[config.mk]
export PLATFORM = sky130hd
export DESIGN_NAME = aidc_lite_decomp_sched
export DESIGN_NICKNAME = d
export VERILOG_FILES = /design/src/rtl/aidc_lite_pkg.sv /design/src/rtl/aidc_lite_rr_pick.sv /design/src/rtl/aidc_lite_decomp_sched.sv
export SDC_FILE = /design/constraint.sdc
export NUM_CORES = 1
export LEC_CHECK = 0
export BUFFER_PORTS_ARGS = -buffer_cell sky130_fd_sc_hd__buf_4
export CAP_MARGIN = 10
export CELL_PAD_IN_SITES_DETAIL_PLACEMENT = 1
export CELL_PAD_IN_SITES_GLOBAL_PLACEMENT = 1
export CORE_MARGIN = 2
export CORE_UTILIZATION = 44
export DETAILED_ROUTE_END_ITERATION = 8
export PLACE_DENSITY_LB_ADDON = 0.05
export SKIP_LAST_GASP = 1
export SLEW_MARGIN = 0
export SYNTH_ARGS = -nofsm -noshare
export SYNTH_HDL_FRONTEND = slang
export SYNTH_SLANG_ARGS = --single-unit
[constraint.sdc]
create_clock -name clk -period 5.19 [get_ports clk]
set_input_delay 0.519 -clock clk [delete_from_list [all_inputs] [get_ports clk]]
set_output_delay 0.519 -clock clk [all_outputs]
set_load 0.1 [all_outputs]
[src/rtl/aidc_lite_pkg.sv]
// Shared types and constants for the ZRLE line-decompressor dispatcher.
package aidc_lite_pkg;

  typedef enum logic [1:0] {
    IDLE  = 2'd0,
    RECV  = 2'd1,
    DRAIN = 2'd2,
    DONE  = 2'd3
  } eng_state_t;

  localparam int LINE_WRITES   = 8;
  localparam int DECOMP_WORD_W = 32;

endpackage

[src/rtl/aidc_lite_rr_pick.sv]
// Round-robin first-idle finder: lowest offset from the pointer (with wrap) wins.
import aidc_lite_pkg::*;

module aidc_lite_rr_pick #(
  parameter int N = 4,
  parameter int W = $clog2(N)
) (
  input  logic [N-1:0] idle_i,
  input  logic [W-1:0] ptr_i,
  output logic [W-1:0] grant_o,
  output logic         any_o
);

  logic [W:0] idx;

  always_comb begin
    grant_o = '0;
    any_o   = |idle_i;
    idx     = '0;
    // Scan farthest offset first so the nearest idle engine overwrites it.
    for (int i = N - 1; i >= 0; i--) begin
      idx = {1'b0, ptr_i} + (W + 1)'(i);
      if (idx >= (W + 1)'(N)) idx = idx - (W + 1)'(N);
      if (idle_i[idx[W-1:0]]) grant_o = idx[W-1:0];
    end
  end

endmodule

[src/rtl/aidc_lite_decomp_sched.sv]
// Dispatches compressed-line packets to idle engines and retires lines in dispatch order.
//   state | meaning
//   IDLE  | free, eligible for dispatch
//   RECV  | packet words arriving
//   DRAIN | eop seen, waiting for remaining line writes
//   DONE  | 8 writes seen, reserved until retired at the order-FIFO head
import aidc_lite_pkg::*;

module aidc_lite_decomp_sched #(
  parameter int NUM_ENG   = 4,
  parameter int ENG_W     = $clog2(NUM_ENG),
  parameter int TAG_W     = 8,
  parameter int MAX_WORDS = 17
) (
  input  logic                     clk,
  input  logic                     rst,
  input  logic                     in_valid_i,
  output logic                     in_ready_o,
  input  logic                     in_sop_i,
  input  logic                     in_eop_i,
  input  logic [DECOMP_WORD_W-1:0] in_data_i,
  input  logic [TAG_W-1:0]         in_tag_i,
  output logic [NUM_ENG-1:0]       eng_valid_o,
  output logic [NUM_ENG-1:0]       eng_sop_o,
  output logic [NUM_ENG-1:0]       eng_eop_o,
  output logic [DECOMP_WORD_W-1:0] eng_data_o,
  input  logic [NUM_ENG-1:0]       eng_wr_i,
  output logic                     cpl_valid_o,
  input  logic                     cpl_ready_i,
  output logic [ENG_W-1:0]         cpl_eng_o,
  output logic [TAG_W-1:0]         cpl_tag_o,
  output logic                     err_o
);

  localparam int PW = $clog2(MAX_WORDS + 1);
  localparam logic [ENG_W-1:0] LAST_ENG = ENG_W'(NUM_ENG - 1);

  function automatic logic [ENG_W-1:0] wrap_inc(input logic [ENG_W-1:0] v);
    return (v == LAST_ENG) ? '0 : v + 1'b1;
  endfunction

  eng_state_t                state_q [NUM_ENG];
  eng_state_t                state_d [NUM_ENG];
  logic [3:0]                wcnt_q  [NUM_ENG];
  logic [3:0]                wcnt_d  [NUM_ENG];
  logic [TAG_W-1:0]          tag_q   [NUM_ENG];
  logic [ENG_W-1:0]          fifo_q  [NUM_ENG];
  logic [ENG_W-1:0]          rd_ptr_q, wr_ptr_q, rr_q, cur_eng_q, grant, head;
  logic [ENG_W:0]            cnt_q;
  logic [PW-1:0]             pkt_words_q;
  logic                      in_pkt_q, init_q, err_q, err_set;
  logic                      any_idle, acc, disp, fwd, pop;
  logic [NUM_ENG-1:0]        idle_vec;
  logic [NUM_ENG-1:0]        eng_valid_q, eng_sop_q, eng_eop_q;
  logic [NUM_ENG-1:0]        eng_valid_d, eng_sop_d, eng_eop_d;
  logic [DECOMP_WORD_W-1:0]  eng_data_q, eng_data_d;

  aidc_lite_rr_pick #(.N(NUM_ENG), .W(ENG_W)) u_pick (
    .idle_i  (idle_vec),
    .ptr_i   (rr_q),
    .grant_o (grant),
    .any_o   (any_idle)
  );

  always_ff @(posedge clk or posedge rst) begin
    if (rst) begin
      for (int e = 0; e < NUM_ENG; e++) begin
        state_q[e] <= IDLE;
        wcnt_q[e]  <= '0;
      end
    end else begin
      state_q <= state_d;
      wcnt_q  <= wcnt_d;
    end
  end

  always_comb begin
    state_d = state_q;
    wcnt_d  = wcnt_q;
    err_set = (acc && !in_pkt_q && !in_sop_i) || (fwd && in_sop_i) ||
              (fwd && pkt_words_q == PW'(MAX_WORDS));
    for (int e = 0; e < NUM_ENG; e++) begin
      if (disp && grant == ENG_W'(e)) begin
        state_d[e] = in_eop_i ? DRAIN : RECV;
        wcnt_d[e]  = '0;
      end else if (fwd && in_eop_i && cur_eng_q == ENG_W'(e) && state_q[e] == RECV) begin
        state_d[e] = DRAIN;
      end
      if (eng_wr_i[e]) begin
        if (state_q[e] == RECV || state_q[e] == DRAIN) begin
          wcnt_d[e] = wcnt_q[e] + 1'b1;
          if (wcnt_q[e] == 4'(LINE_WRITES - 1)) state_d[e] = DONE;
        end else begin
          err_set = 1'b1;
        end
      end
      if (pop && head == ENG_W'(e)) state_d[e] = IDLE;
    end
  end

  always_comb begin
    for (int e = 0; e < NUM_ENG; e++) idle_vec[e] = (state_q[e] == IDLE);
    in_ready_o  = init_q && (in_pkt_q || any_idle);
    acc         = in_valid_i && in_ready_o;
    disp        = acc && !in_pkt_q && in_sop_i;
    fwd         = acc && in_pkt_q;
    head        = fifo_q[rd_ptr_q];
    cpl_valid_o = (cnt_q != '0) && (state_q[head] == DONE);
    pop         = cpl_valid_o && cpl_ready_i;
    cpl_eng_o   = head;
    cpl_tag_o   = tag_q[head];
  end

  // A sop arriving mid-packet is forwarded as a plain word, so no sop strobe.
  always_comb begin
    eng_valid_d = '0;
    eng_sop_d   = '0;
    eng_eop_d   = '0;
    eng_data_d  = '0;
    if (disp) begin
      eng_valid_d[grant] = 1'b1;
      eng_sop_d[grant]   = 1'b1;
      eng_eop_d[grant]   = in_eop_i;
      eng_data_d         = in_data_i;
    end else if (fwd) begin
      eng_valid_d[cur_eng_q] = 1'b1;
      eng_eop_d[cur_eng_q]   = in_eop_i;
      eng_data_d             = in_data_i;
    end
  end

  always_ff @(posedge clk or posedge rst) begin
    if (rst) begin
      init_q      <= 1'b0;
      err_q       <= 1'b0;
      in_pkt_q    <= 1'b0;
      cur_eng_q   <= '0;
      pkt_words_q <= '0;
      rr_q        <= '0;
      rd_ptr_q    <= '0;
      wr_ptr_q    <= '0;
      cnt_q       <= '0;
      eng_valid_q <= '0;
      eng_sop_q   <= '0;
      eng_eop_q   <= '0;
      eng_data_q  <= '0;
      for (int e = 0; e < NUM_ENG; e++) begin
        tag_q[e]  <= '0;
        fifo_q[e] <= '0;
      end
    end else begin
      init_q      <= 1'b1;
      err_q       <= err_q || err_set;
      eng_valid_q <= eng_valid_d;
      eng_sop_q   <= eng_sop_d;
      eng_eop_q   <= eng_eop_d;
      eng_data_q  <= eng_data_d;
      if (disp) begin
        in_pkt_q          <= !in_eop_i;
        cur_eng_q         <= grant;
        pkt_words_q       <= PW'(1);
        rr_q              <= wrap_inc(grant);
        tag_q[grant]      <= in_tag_i;
        fifo_q[wr_ptr_q]  <= grant;
        wr_ptr_q          <= wrap_inc(wr_ptr_q);
      end else if (fwd) begin
        if (in_eop_i) in_pkt_q <= 1'b0;
        if (pkt_words_q != PW'(MAX_WORDS)) pkt_words_q <= pkt_words_q + 1'b1;
      end
      if (pop) rd_ptr_q <= wrap_inc(rd_ptr_q);
      cnt_q <= cnt_q + (ENG_W + 1)'(disp) - (ENG_W + 1)'(pop);
    end
  end

  assign eng_valid_o = eng_valid_q;
  assign eng_sop_o   = eng_sop_q;
  assign eng_eop_o   = eng_eop_q;
  assign eng_data_o  = eng_data_q;
  assign err_o       = err_q;

endmodule

==> metrics.cfg, run 1 <==
[outcome]
status = finished clean

[logic_synthesis]
synth_ff_type = dfrtp_1
yosysSeqAreaShare_pct = 56.1
synth_warnings = 0
synth-edff-count = 0
syn_inst = 476
synth_cell_types = 57
syn_nets = 552
synth.area.top_cells = dfrtp_1, ha_1, mux2_2, and2_1, mux4_2
synth_top_area_share_pct = 56.1
async_flop_share_pct = 100
synth.avg_cell_area_um2 = 11.9
ys_seq_elements = 127
syn_area_um2 = 5670
yosys.area.top_type = dfrtp_1

[detailed_routing]
post_drt_wl_per_cell_um = 18.5
wl_mm = 14.4
drc = 0
drt-vias-per-instance = 5.23
drtPass1Iterations = 5
vias = 4067
ant_nets = 0
drtIter0Drc = 227

[sta]
worst_slew_pin_slew_ns = 1.01
timing.fmax_ghz = 0.278
finalHoldViolCount = 0
finClkSkew_ns = 0.00666
setup_viol_count_final = 0
final.setup.tns_ns = 0
finalCriticalPeriod_ns = 3.60
finalMaxSlewViolations = 0
maxSlewHeadroom_pct = 32.7
fin_crit_sh_pct = 69.4
grt_setup_unrepaired = false

[floorplanning]
rows = 41
die_area_um2 = 13800
core-area_um2 = 12600
ioPinCount = 107
start_util_pct = 44.9
die_w_um = 117
die_height_um = 117

[cts]
clock_sinks = 127
clock_latency_ns = 0.42
ctsResizeCount = 0
htreeDepth = 4
cts_setup_buffers = 0
clock_path_buffers = 2
cts_root_buf = clkbuf_16
postCtsHoldBufs = 0
cts_buffers = 17
clkTransAtPathRegs_ns = 0.06
cts_tree = built

[critical_path]
worst-r2r-cell-count = 11
crit_path_end_kind = flop
cp.required_ns = 5.49
path_max_fanout = 12
setup.worst_path.class = flop to flop
cp-start-kind = flop
worst_ep_arrival_time_ns = 3.90

[grt]
antenna_found_initial = 0
grt_pass1_vias = 4616
grt_max_degree = 83
grt_usage_pct = 22.2
grt_pass1_wl_mm = 23.9
grt_overflow_total = 0

[cells_and_area]
stdcell_count = 778
layout_commonest_cell = dfrtp_1
fin_nets = 669
final_cell_mix = dfrtp_1, buf_4, nand2_1
drive_gt1_share_pct = 31.2
area_growth_syn_to_layout_pct = 29.1
diodes = 0

[power]
leakage_nw = 3.64
powerDensity_nw_per_um2 = 689
vdd_drop_max_v = 0.000351

[placement]
gp_routability_congestion = 0.866
place_hpwl_mm = 9.90
port_buffers = 106
place_inst = 746

[hold_path]
hold_path_depth = 2
hp-class = primary input to flop

[run]
max_cap_viol_count = 0

==> report_power, final <==
group / total, W / internal [W] / switching, W
Combinational: 0.00226 / 0.000698 / 0.00156
Clock: 0.00128 / 0.000845 / 0.000432
Sequential: 0.00150 / 0.00128 / 0.000224
==> critical path, stage by stage, from the launching register on <==
cell and delay (ns):
dfrtp_1 0.46, mux4_1 0.96, nand2b_1 0.20, or4_4 0.59, nand2_4 0.12, ha_1 0.24
inv_1 0.06, ha_1 0.13, inv_1 0.05, fa_1 0.38, xnor2_1 0.15, xnor2_1 0.12
==> sequential cells by signal (all words and copies together), names as in the netlist, 4 cells and up <==
register / count
wcnt_q: 16
fifo_q: 8
eng_data_o: 32
eng_eop_o: 4
state_q: 8
pkt_words_q: 5
eng_valid_o: 4
tag_q: 32
eng_sop_o: 4
==> synthesized netlist by cell type, types with 2 or more instances <==
library cell  count
o2bb2ai_1         3
nand2_1          43
dfrtp_1         127
mux2i_1           6
buf_2             4
nor3b_1           3
xor2_1            5
nand3_1          18
o22ai_1           2
and2_1           42
nand4_1           4
clkbuf_1          7
mux2_2           25
o21ai_1           6
or4_4             2
mux2_4            3
nor3_1            4
nor2_1           18
xnor2_1           3
a21oi_1          10
inv_1            31
o21ai_0          26
o2111ai_1         3
a31oi_1           6
nand4b_1          3
o31ai_1           2
mux2_1            7
o22a_1            3
ha_1             25
mux4_2            8
==> through the flow <==
step / cell area, um2 / setup WS, ns / utilization [%] / hold slack [ns] / total power (W)
finish: 7310 / 1.59 / 58.0 / 0.306 / 0.00504
detailed placement: 6670 / 1.66 / 52.8 / 0.474 / 0.00377
CTS: 7310 / 1.64 / 58.0 / 0.290 / 0.00509
global placement: 6670 / 1.80 / 52.8 / 0.458 / 0.00368
floorplan: 5670 / 1.22 / - / 0.442 / 0.00323
global route: 7310 / 1.39 / 58.0 / 0.294 / 0.00531
==> layer usage <==
layer  vias to the layer above  wire, um  global-route usage [%]
met5                         -         0                       0
met4                         0       207                    6.33
met3                        23       765                    6.93
met2                       102      7630                    40.4
met1                      2064      5760                    25.1
li1                       1878         -                       -
==> cell families after synthesis <==
kind of cell | count (synthesis) | share of synthesized area (%)
simple gates | 147 | 13.6
flops | 127 | 56.1
compound gates | 71 | 7.91
mux | 50 | 11.9
buf+inv | 46 | 3.31
fa+ha+maj | 26 | 5.87
xor+xnor | 8 | 1.24
other cells | 1 | 0.0662
==> cell type report <==
type	instances	area, um2
tap	172	215
timing repair buffer	111	833
inverter	33	129
sequential	127	3180
clock inverter	8	125
fill	1344	5310
multi-input combinational	303	2310
clock buffer	24	522
==> path summary, 6_finish.rpt <==
kind | start | endpoint | slack (ns)
max in group asynchronous | rst | wr_ptr_q[1] | 3.69
hold / removal | in_data_i[11] | eng_data_o[11] | 0.31
setup / recovery | rd_ptr_q[0] | cnt_q[2] | 1.59
hold reg to reg | tag_q[24] | tag_q[24] | 0.49
setup reg to reg | rd_ptr_q[0] | cnt_q[2] | 1.59
min in group asynchronous | rst | eng_data_o[27] | 0.33
(Power assumes the default switching activity.)
==> run 2, diff against run 1 <==
Settings changed: CORE_UTILIZATION 44 to 40.
Clock period 5.19 ns to 2.95 ns, I/O delays scaled along.
==> metrics.cfg, run 2 (synthesis gave the netlist of run 1 again) <==
[outcome]
status = finished, violations left
failed_checks = negative setup slack

[critical_path]
setup.worst_path.class = flop to flop
crit_path_end_kind = flop
cp.required_ns = 3.24
path_max_fanout = 4
worst_ep_arrival_time_ns = 3.24
cp-start-kind = flop

[sta]
setup_viol_count_final = 1
fin_crit_sh_pct = 100
fin_ws_ns = -0.00749
finalMaxSlewViolations = 0
finClkSkew_ns = 0.00751
grt_setup_unrepaired = true
worst_slew_pin_slew_ns = 0.881
maxSlewHeadroom_pct = 41.2
final.setup.tns_ns = -0.00749
finalCriticalPeriod_ns = 2.96
timing.fmax_ghz = 0.338
finalHoldViolCount = 0

[detailed_routing]
post_drt_wl_per_cell_um = 17.9
wl_mm = 14.4
ant_nets = 0
drt-vias-per-instance = 5.08
drtIter0Drc = 165
drtPass1Iterations = 4
vias = 4098
drc = 0

[grt]
grt_overflow_total = 0
grt_max_degree = 52
antenna_found_initial = 0
grt_usage_pct = 20.4
grt_pass1_wl_mm = 23.2
grt_pass1_vias = 4530

[placement]
post_dp_cell_area_um2 = 6870
place_hpwl_mm = 10.1
place_ws_ns = -0.114
gp_routability_congestion = 0.848
port_buffers = 106
place_inst = 772

[floorplanning]
die_area_um2 = 15100
core-area_um2 = 13900
start_util_pct = 40.8
ioPinCount = 107
rows = 43
die_height_um = 123
die_w_um = 123

[cells_and_area]
fin_nets = 690
n_fill_cell = 1458
layout_commonest_cell = dfrtp_1
area_growth_syn_to_layout_pct = 33.6
regArea_um2 = 3180
drive_gt1_share_pct = 35.1
finalCoreUtilization_pct = 54.5
stdcell_count = 807
diodes = 0
final_cell_mix = dfrtp_1, buf_4, nand2_1
final_area_um2 = 7570
multi_input_area_um2 = 2390

[cts]
postCtsHoldBufs = 0
clock_sinks = 127
clock_path_buffers = 2
clkTransAtPathRegs_ns = 0.06
clock_latency_ns = 0.41
cts_buffers = 17
htreeDepth = 4
cts_tree = built
cts_root_buf = clkbuf_16

[hold_path]
hp-class = primary input to asynchronous set/reset pin

[power]
leakage_nw = 3.74
vdd_drop_max_v = 0.000657
powerDensity_nw_per_um2 = 1210

[run]
max_cap_viol_count = 0

-- run 2: cell types whose count changed in the layout (fill, tap and decap cells not counted), sizes merged --
cell	change
buf	+21
clkbuf	-2
clkinvlp	+2
-- run 2: cell type report --
type | count | area share [%]
multi-input cells | 303 | 31.6
inverters | 33 | 1.72
clock buffers | 22 | 6.26
well taps | 180 | 2.97
clock inverters | 10 | 1.77
repair buffers | 132 | 13.7
flip-flops and latches | 127 | 42.0
-- run 2: per-layer routing --
| layer | GRT usage [%] | vias up | wire, um |
|---|---|---|---|
| met5 | 0 | - | 0 |
| met4 | 7.24 | 0 | 184 |
| met3 | 5.86 | 12 | 798 |
| met2 | 34.6 | 106 | 7280 |
| met1 | 24.8 | 2056 | 6160 |
| li1 | - | 1924 | - |
-- run 2: critical path, stage by stage (launching register included) --
cell	delay, ns
dfrtp_2	0.45
mux2_4	0.32
o21ai_4	0.16
inv_4	0.06
mux2i_2	0.16
or4_4	0.52
nand2_4	0.10
ha_4	0.20
inv_2	0.05
ha_1	0.13
inv_1	0.05
fa_2	0.35
xnor2_2	0.15
xnor2_1	0.14
-- run 2: power breakdown --
part           total (W)  internal (W)  switching, W
Clock            0.00215       0.00139      0.000762
Sequential       0.00265       0.00225      0.000400
Combinational    0.00433       0.00148       0.00285
-- run 2: through the flow --
step	hold slack [ns]	total power [W]
floorplan	0.424	0.00570
global placement	0.463	0.00669
detailed placement	0.463	0.00686
CTS	0.0651	0.00911
global route	0.0656	0.00966
finish	0.0599	0.00913
-- run 2: worst paths after layout --
| kind | startpoint | endpoint | slack [ns] | cells after the start |
|---|---|---|---|---|
| max reg2reg | rd_ptr_q[0] | cnt_q[2] | -0.007 | 13 |
| min reg2reg | err_o | err_o | 0.47 | 1 |
| min | rst | eng_data_o[13] | 0.06 | 2 |
| max in group asynchronous | rst | eng_valid_o[3] | 2.16 | 3 |
| max | rd_ptr_q[0] | cnt_q[2] | -0.007 | 13 |
| min in group clk | in_data_i[2] | eng_data_o[2] | 0.08 | 2 |
-- run 2: what timing repair did --
action                                  in CTS  in global routing
gates resized for setup                      2                 13
endpoints found under the setup margin       1                 15
buffers inserted                             1                  1
gates cloned                                 0                  1
pin swaps                                    1                  1
==> run 3, diff against run 2 <==
Settings changed: SKIP_CTS_REPAIR_TIMING from default to 1.
==> metrics.cfg, run 3 (synthesis gave the netlist of run 1 again) <==
[cts]
htreeDepth = 4
clock_latency_ns = 0.41
cts_root_buf = clkbuf_16
clock_sinks = 127
clock_path_buffers = 2
cts_buffers = 17
clkTransAtPathRegs_ns = 0.06
cts_tree = built

[placement]
post_dp_cell_area_um2 = 6870
place_ws_ns = -0.114
port_buffers = 106
place_hpwl_mm = 10.1
gp_routability_congestion = 0.848
place_inst = 772

[cells_and_area]
fin_nets = 690
stdcell_count = 807
diodes = 0
final_area_um2 = 7570
layout_commonest_cell = dfrtp_1
area_growth_syn_to_layout_pct = 33.6
final_cell_mix = dfrtp_1, buf_4, nand2_1
n_fill_cell = 1462
drive_gt1_share_pct = 35.1

[sta]
finalHoldViolCount = 0
worst_slew_pin_slew_ns = 0.880
finalMaxSlewViolations = 0
timing.fmax_ghz = 0.336
final.setup.tns_ns = -0.0224
setup_viol_count_final = 1
finalCriticalPeriod_ns = 2.97
maxSlewHeadroom_pct = 41.2
grt_setup_unrepaired = true
fin_ws_ns = -0.0224
finClkSkew_ns = 0.00757
fin_crit_sh_pct = 101

[outcome]
status = finished, violations left
failed_checks = negative setup slack

[grt]
grt_max_degree = 52
grt_pass1_wl_mm = 23.2
grt_pass1_vias = 4530
grt_usage_pct = 20.3
antenna_found_initial = 0
grt_overflow_total = 0

[critical_path]
path_delay_family = adder cells
cp.required_ns = 3.24
cp_num_buf_inv = 3
crit_path_end_kind = flop
cp_cell_sequence = mux2_4 > o21ai_4 > inv_4 > mux2i_2 > or4_4 > nand2_4 > ha_4 > inv_2 > ha_1 > inv_1 > fa_2 > xnor2_2 > xnor2_1
path_max_fanout = 5
critPathSlowestCell = or4_4
setup.worst_path.class = flop to flop
crit_path_max_incr_delay_ns = 0.52
worst_ep_arrival_time_ns = 3.26
cp-start-kind = flop

[detailed_routing]
drt-vias-per-instance = 5.08
vias = 4099
drc = 0
drtPass1Iterations = 4
drtIter0Drc = 173
post_drt_wl_per_cell_um = 17.9
ant_nets = 0
wl_mm = 14.5

[power]
power_frac_comb_pct = 47.4
pwr-share-clk_pct = 23.6
p_seq_share_pct = 29.0
netSwitchingPower_w = 0.00402
leakage_nw = 3.74
total_power_w = 0.00913
vdd_drop_max_v = 0.000657
switching_share_pct = 44.0
p_int_w = 0.00512
powerDensity_nw_per_um2 = 1210

[floorplanning]
start_util_pct = 40.8
die_w_um = 123
die_height_um = 123
core-area_um2 = 13900
rows = 43
ioPinCount = 107
die_area_um2 = 15100

[run]
max_cap_viol_count = 0

[hold_path]
hp-class = primary input to asynchronous set/reset pin

## run 3: final timing paths
check	start	endpoint	slack, ns	cells after the start
worst max register to register	rd_ptr_q[0]	cnt_q[2]	-0.02	13
worst min register to register	err_o	err_o	0.47	1
worst min-delay path	rst	eng_data_o[13]	0.06	2
min in group clk	in_data_i[2]	eng_data_o[2]	0.08	2
worst max-delay path	rd_ptr_q[0]	cnt_q[2]	-0.02	13
max in group asynchronous	rst	tag_q[4]	2.15	3
## run 3: stage by stage
stage          util [%]  hold slack [ns]
5_1_grt            54.5           0.0656
2_1_floorplan         -            0.424
4_1_cts            53.8           0.0651
6_report           54.5           0.0592
3_3_place_gp       49.5            0.463
3_5_place_dp       49.5            0.463
## run 3: routing by layer
layer / vias up / global-route usage (%) / share of wire [%]
li1: 1925 / - / -
met1: 2068 / 24.6 / 44
met2: 92 / 34.7 / 50
met3: 14 / 5.86 / 4.8
met4: 0 / 7.10 / 1.4
met5: - / 0 / 0
## run 3: power groups by stage
stage | sequential (W) | combinational [W] | clock [W]
5_1_grt | 0.00272 | 0.00465 | 0.00230
3_3_place_gp | 0.00262 | 0.00407 | 0
3_5_place_dp | 0.00266 | 0.00420 | 0
4_1_cts | 0.00264 | 0.00423 | 0.00221
6_report | 0.00265 | 0.00433 | 0.00216
2_1_floorplan | 0.00292 | 0.00278 | 0
## run 3: area by class of cell
cell class / instances / area [um2] / share of cell area, %
well taps: 180 / 225 / 2.97
clock buffers: 22 / 474 / 6.26
multi-input cells: 303 / 2390 / 31.6
inverters: 33 / 130 / 1.72
repair buffers: 132 / 1040 / 13.7
clock inverters: 10 / 134 / 1.77
flip-flops and latches: 127 / 3180 / 42.0
